--- src/rtl/dmem_pkg.sv ---
// Shared types and helpers for the data-memory responder.
package dmem_pkg;

    typedef enum logic [1:0] {IDLE, WAIT, RESP} dmem_state_t;

    typedef logic [31:0] word_t;

    localparam int unsigned CNT_W = 4;
    localparam int unsigned BE_W  = 4;

    // Misaligned, or word index (modulo 2^32 offset from base) outside the array.
    function automatic logic addr_err(input word_t addr, input word_t base,
                                      input int unsigned depth);
        word_t off;
        off = addr - base;
        return (addr[1:0] != 2'b00) || ((off >> 2) >= 32'(depth));
    endfunction

endpackage

--- src/rtl/dmem_array.sv ---
// Single-port DEPTH_WORDS x 32 storage: synchronous byte-masked write, combinational read.
module dmem_array
    import dmem_pkg::*;
#(
    parameter int unsigned DEPTH_WORDS = 64,
    parameter int unsigned AW          = $clog2(DEPTH_WORDS)
)(
    input  logic            clk,
    input  logic            i_we,
    input  logic [BE_W-1:0] i_wmask,
    input  logic [AW-1:0]   i_addr,
    input  word_t           i_wdata,
    output word_t           o_rdata_c
);

    word_t r_mem [DEPTH_WORDS];

    always_ff @(posedge clk) begin
        if (i_we) begin
            for (int b = 0; b < int'(BE_W); b++) begin
                if (i_wmask[b]) begin
                    r_mem[i_addr][8*b +: 8] <= i_wdata[8*b +: 8];
                end
            end
        end
    end

    assign o_rdata_c = r_mem[i_addr];

endmodule

--- src/rtl/dmem_responder.sv ---
// Wait-stated data-memory responder: one request at a time, fixed LATENCY, error flagging.
// Define DMEM_BYTE_LANES_EN to honour req_be on stores; otherwise stores write the full word.
module dmem_responder
    import dmem_pkg::*;
#(
    parameter int unsigned DEPTH_WORDS = 64,
    parameter int unsigned LATENCY     = 2,
    parameter word_t       BASE_ADDR   = 32'h0000_0000
)(
    input  logic            clk,
    input  logic            rst,
    input  logic            req_valid,
    output logic            req_ready,
    input  logic            req_write,
    input  word_t           req_addr,
    input  word_t           req_wdata,
    input  logic [BE_W-1:0] req_be,
    output logic            rsp_valid,
    input  logic            rsp_ready,
    output word_t           rsp_rdata,
    output logic            rsp_err
);

    localparam int unsigned AW = $clog2(DEPTH_WORDS);

    dmem_state_t      r_state, w_state_nxt;
    logic             w_accept, w_commit, w_hs;
    logic [CNT_W-1:0] r_cnt;
    logic             r_write, r_err;
    logic [AW-1:0]    r_idx;
    word_t            r_wdata;
    logic [BE_W-1:0]  r_be;
    word_t            w_offset, w_rdata_c;
    logic [BE_W-1:0]  w_wmask;
    logic             w_we;
    logic             r_req_ready, r_rsp_valid, r_rsp_err;
    word_t            r_rsp_rdata;

    assign w_offset = req_addr - BASE_ADDR;

    always_ff @(posedge clk or negedge rst) begin
        if (!rst) r_state <= IDLE;
        else      r_state <= w_state_nxt;
    end

    always_comb begin
        w_state_nxt = r_state;
        w_accept    = 1'b0;
        w_commit    = 1'b0;
        w_hs        = 1'b0;
        unique case (r_state)
            IDLE: if (req_valid && r_req_ready) begin
                w_accept    = 1'b1;
                w_state_nxt = WAIT;
            end
            WAIT: if (r_cnt == '0) begin
                w_commit    = 1'b1;
                w_state_nxt = RESP;
            end
            RESP: if (rsp_ready && r_rsp_valid) begin
                w_hs        = 1'b1;
                w_state_nxt = IDLE;
            end
            default: w_state_nxt = IDLE;
        endcase
    end

    // Request capture and latency countdown.
    always_ff @(posedge clk or negedge rst) begin
        if (!rst) begin
            r_cnt   <= '0;
            r_write <= 1'b0;
            r_err   <= 1'b0;
            r_idx   <= '0;
            r_wdata <= '0;
            r_be    <= '0;
        end else if (w_accept) begin
            r_cnt   <= CNT_W'(LATENCY - 1);
            r_write <= req_write;
            r_err   <= addr_err(req_addr, BASE_ADDR, DEPTH_WORDS);
            r_idx   <= AW'(w_offset >> 2);
            r_wdata <= req_wdata;
            r_be    <= req_be;
        end else if (r_state == WAIT && r_cnt != '0) begin
            r_cnt   <= r_cnt - CNT_W'(1);
        end
    end

`ifdef DMEM_BYTE_LANES_EN
    assign w_wmask = r_be;
`else
    // Byte enables are don't-care here: every store writes all four lanes.
    assign w_wmask = r_be | {BE_W{1'b1}};
`endif

    assign w_we = w_commit && r_write && !r_err;

    dmem_array #(
        .DEPTH_WORDS (DEPTH_WORDS),
        .AW          (AW)
    ) u_array (
        .clk       (clk),
        .i_we      (w_we),
        .i_wmask   (w_wmask),
        .i_addr    (r_idx),
        .i_wdata   (r_wdata),
        .o_rdata_c (w_rdata_c)
    );

    // Registered handshake and response outputs, following the next state.
    always_ff @(posedge clk or negedge rst) begin
        if (!rst) begin
            r_req_ready <= 1'b0;
            r_rsp_valid <= 1'b0;
            r_rsp_err   <= 1'b0;
            r_rsp_rdata <= '0;
        end else begin
            r_req_ready <= (w_state_nxt == IDLE);
            r_rsp_valid <= (w_state_nxt == RESP);
            if (w_commit) begin
                r_rsp_err   <= r_err;
                r_rsp_rdata <= (!r_write && !r_err) ? w_rdata_c : '0;
            end else if (w_hs) begin
                r_rsp_err   <= 1'b0;
                r_rsp_rdata <= '0;
            end
        end
    end

    assign req_ready = r_req_ready;
    assign rsp_valid = r_rsp_valid;
    assign rsp_err   = r_rsp_err;
    assign rsp_rdata = r_rsp_rdata;

endmodule

--- config.mk ---
export PLATFORM = sky130hd
export DESIGN_NAME = dmem_responder
export DESIGN_NICKNAME = d
export VERILOG_FILES = /design/src/rtl/dmem_pkg.sv /design/src/rtl/dmem_array.sv /design/src/rtl/dmem_responder.sv
export SDC_FILE = /design/constraint.sdc
export NUM_CORES = 2
export LEC_CHECK = 0
export BUFFER_PORTS_ARGS = -buffer_cell sky130_fd_sc_hd__buf_2
export CAP_MARGIN = 20
export CORE_UTILIZATION = 62
export CTS_CLUSTER_SIZE = 12
export DETAILED_ROUTE_END_ITERATION = 12
export PLACE_DENSITY = 0.85
export SYNTH_ARGS = -nofsm -noshare
export SYNTH_HDL_FRONTEND = slang
export SYNTH_SLANG_ARGS = --single-unit
--- constraint.sdc ---
create_clock -name clk -period 4.2 [get_ports clk]
set_input_delay 0.42 -clock clk [delete_from_list [all_inputs] [get_ports clk]]
set_output_delay 0.42 -clock clk [all_outputs]
set_load 0.02 [all_outputs]
==> results.cfg <==
[outcome]
status = finished clean

[worst_setup_path]
arrival_ps = 4790
crit_chain = nor4bb_4 > buf_4 > a22oi_1 > nand4_1 > o21ai_1 > nand2_1
slowest_stage = nor4bb_4
max_stage_delay_ps = 1200
critPathBufInv = 1
cp_data_required_time_ps = 4940
crit_family = simple AND/OR/NAND/NOR gates
timing.rr.end = rsp_rdata[29]
rr_startpoint = r_idx[4]
reg2regPathDepth = 6
crit_fanout = 12
crit_type = register to register
end_kind = register
r2r_slack_ps = 150
crit_path_start_kind = register

[global_routing]
grt_pass1_wl_mm = 350
grt_max_degree = 88
grt_overflow = 0
grt_pass1_vias = 45200
grt_antenna_before_repair = 18
track_usage_pct = 39.6

[power]
leakagePower_nw = 28.7
ir_drop_mv = 0.893
pwr_density_cell_mw_per_mm2 = 690
power_mw = 63.1

[routing]
drt_iter0_markers = 9892
firstDrtPassIters = 7
drt_wl_total_mm = 267
via_count = 45900
wl_per_cell_microns = 47.4
routed_via_density = 8.13
drc = 0
drt.antenna.violating_nets = 0

[clock_tree]
cts_tree = built
clk_latency_ps = 870
post-cts-setup-buffers = 0
cts_hold_buf = 45
clk_path_buf_depth = 3
clock-root-buffer = clkbuf_16
cts_inserted_buffers = 202
cts.repair.resized = 0
path_clk_slew_ps = 70
htreeDepth = 4
cts.sinks = 2129

[floorplan]
rows = 131
initial_utilization_pct = 62.7
die_y_microns = 362
top_level_ports = 108
die_w_microns = 362
core_area_sq_mm = 0.128
die_area_sq_mm = 0.131

[final_layout]
final_common_cell = edfxtp_1
layout_common_cells = edfxtp_1 (2,048), mux4_2 (500), a22oi_1 (244)
final.fill_count = 6419
final_nets = 3908
final_core_util_pct = 71.5
syn_to_final_growth_pct = 14.1
drive_gt1_share_pct = 30.2

[synth]
netlist_area_sq_mm = 0.0802
synth-edff-count = 2048
yosys_register_bits = 2129
netlist_instances = 3481
synth_area_per_cell_sq_um = 23.0
synth-main-ff-cell = edfxtp_1
syn-num-nets = 3555
ys_types = 54
ys_seq_area_share_pct = 79.2
synthArstFlopShare_pct = 3.80
yosys_warnings = 0

[timing]
timing.final.ws_setup_ps = 154
worst_pin_slew_ps = 1280
fmax_mhz = 247
relSlewSlack_pct = 14.6
fin_hold_ws_ps = 40.2
fin_crit_ps = 4050
post-route-period-util_pct = 96.3
rsz0062_at_grt = false
finalSetupTns_ps = 0
finClkSkew_ps = 69.8
slew_viol_final = 0
hold_viol_final = 0
finalSetupViolCount = 0

[place]
preCtsSetupSlack_ps = 456
place_hpwl_mm = 118
gp_congestion = 0.856
port_buffers = 103

[hold_path]
hold_class = input port to asynchronous set/reset pin

[job]
max_cap_violations = 0
==> cell type report <==
type	instances	area, sq um	area share, %
antenna	3	7.51	0.00821
sequential	2129	63600	69.5
tap	1662	2080	2.27
clock inverter	25	298	0.326
clock buffer	325	5640	6.17
timing repair buffer	342	3590	3.93
multi-input combinational	1156	16200	17.7
inverter	3	11.3	0.0123
==> worst max-delay path by stage <==
stage	cells past startpoint	start	slack, ps	end
after floorplan	7	r_cnt[0]	710	u_array.r_mem[63][0]
after global placement	9	r_cnt[0]	710	u_array.r_mem[33][11]
after detailed placement	9	r_cnt[0]	460	u_array.r_mem[33][15]
after CTS	9	r_cnt[0]	370	u_array.r_mem[33][24]
after global routing	9	r_cnt[0]	200	u_array.r_mem[25][2]
final	6	r_idx[4]	150	rsp_rdata[29]
==> synthesized netlist by cell type (4+ instances only) <==
library cell,count,share of area [%]
and4b_1,4,0.050
clkbuf_1,86,0.40
nand4_1,62,0.48
a21oi_1,4,0.025
mux2_2,52,0.73
a22oi_1,244,2.3
buf_2,65,0.41
o22ai_1,7,0.055
nand2_1,85,0.40
a32oi_1,4,0.044
nand2b_1,8,0.062
edfxtp_1,2048,77
buf_1,10,0.047
nor4_1,9,0.070
dfrtp_1,81,2.5
mux4_2,500,14
mux2i_1,8,0.10
o21ai_1,30,0.19
nor3_1,4,0.025
buf_4,20,0.19
nor2_1,77,0.36
buf_6,12,0.17
nand3_1,7,0.044
nand3b_1,7,0.066
nor2b_1,6,0.047
==> kinds of logic (layout without fill, tap and decap cells) <==
logic type	after synthesis	after routing	synth area share [%]
XOR/XNOR	2	2	0.0219
buffers and inverters	196	695	1.23
adder cells (fa/ha/maj)	1	1	0.0156
other	0	3	0
AND/OR/NAND/NOR	290	290	1.87
multiplexers	560	560	14.9
flip-flops	2129	2129	79.2
AO/OA/AOI/OAI	303	303	2.74
==> layer usage <==
layer  vias to the layer above  part of all wire, %  GRT usage (%)
met5                         -                0.055         0.0370
met4                        24                  9.8           30.0
met3                      1578                   15           12.9
met2                      6150                   46           60.7
met1                     22600                   28           47.1
li1                      15600                    -              -
==> per-stage QoR <==
stage / cell area (sq um) / std cells
floorplan: 80200 / 3481
global placement: 84500 / 5222
detailed placement: 84500 / 5222
CTS: 90900 / 5617
global route: 91400 / 5642
finish: 91400 / 5645
==> flip-flops by register name, summed over array words and instances (netlist names) <==
name / cells
rsp_valid: 1
u_array.r_mem: 2048
rsp_err: 1
rsp_rdata: 32
r_err: 1
r_state: 2
r_wdata: 32
req_ready: 1
r_cnt: 4
r_write: 1
r_idx: 6
==> worst register-to-register path: stages (launching register included) <==
cell	delay, ps
dfrtp_1	1020
nor4bb_4	1230
buf_4	400
a22oi_1	120
nand4_1	820
o21ai_1	230
nand2_1	120
==> where the power goes <==
part           switching [mW]  internal, mW
clock                    8.33          9.31
combinational            9.58          6.38
sequential               2.82          26.7
No activity file was read; power rests on OpenSTA's default activity.
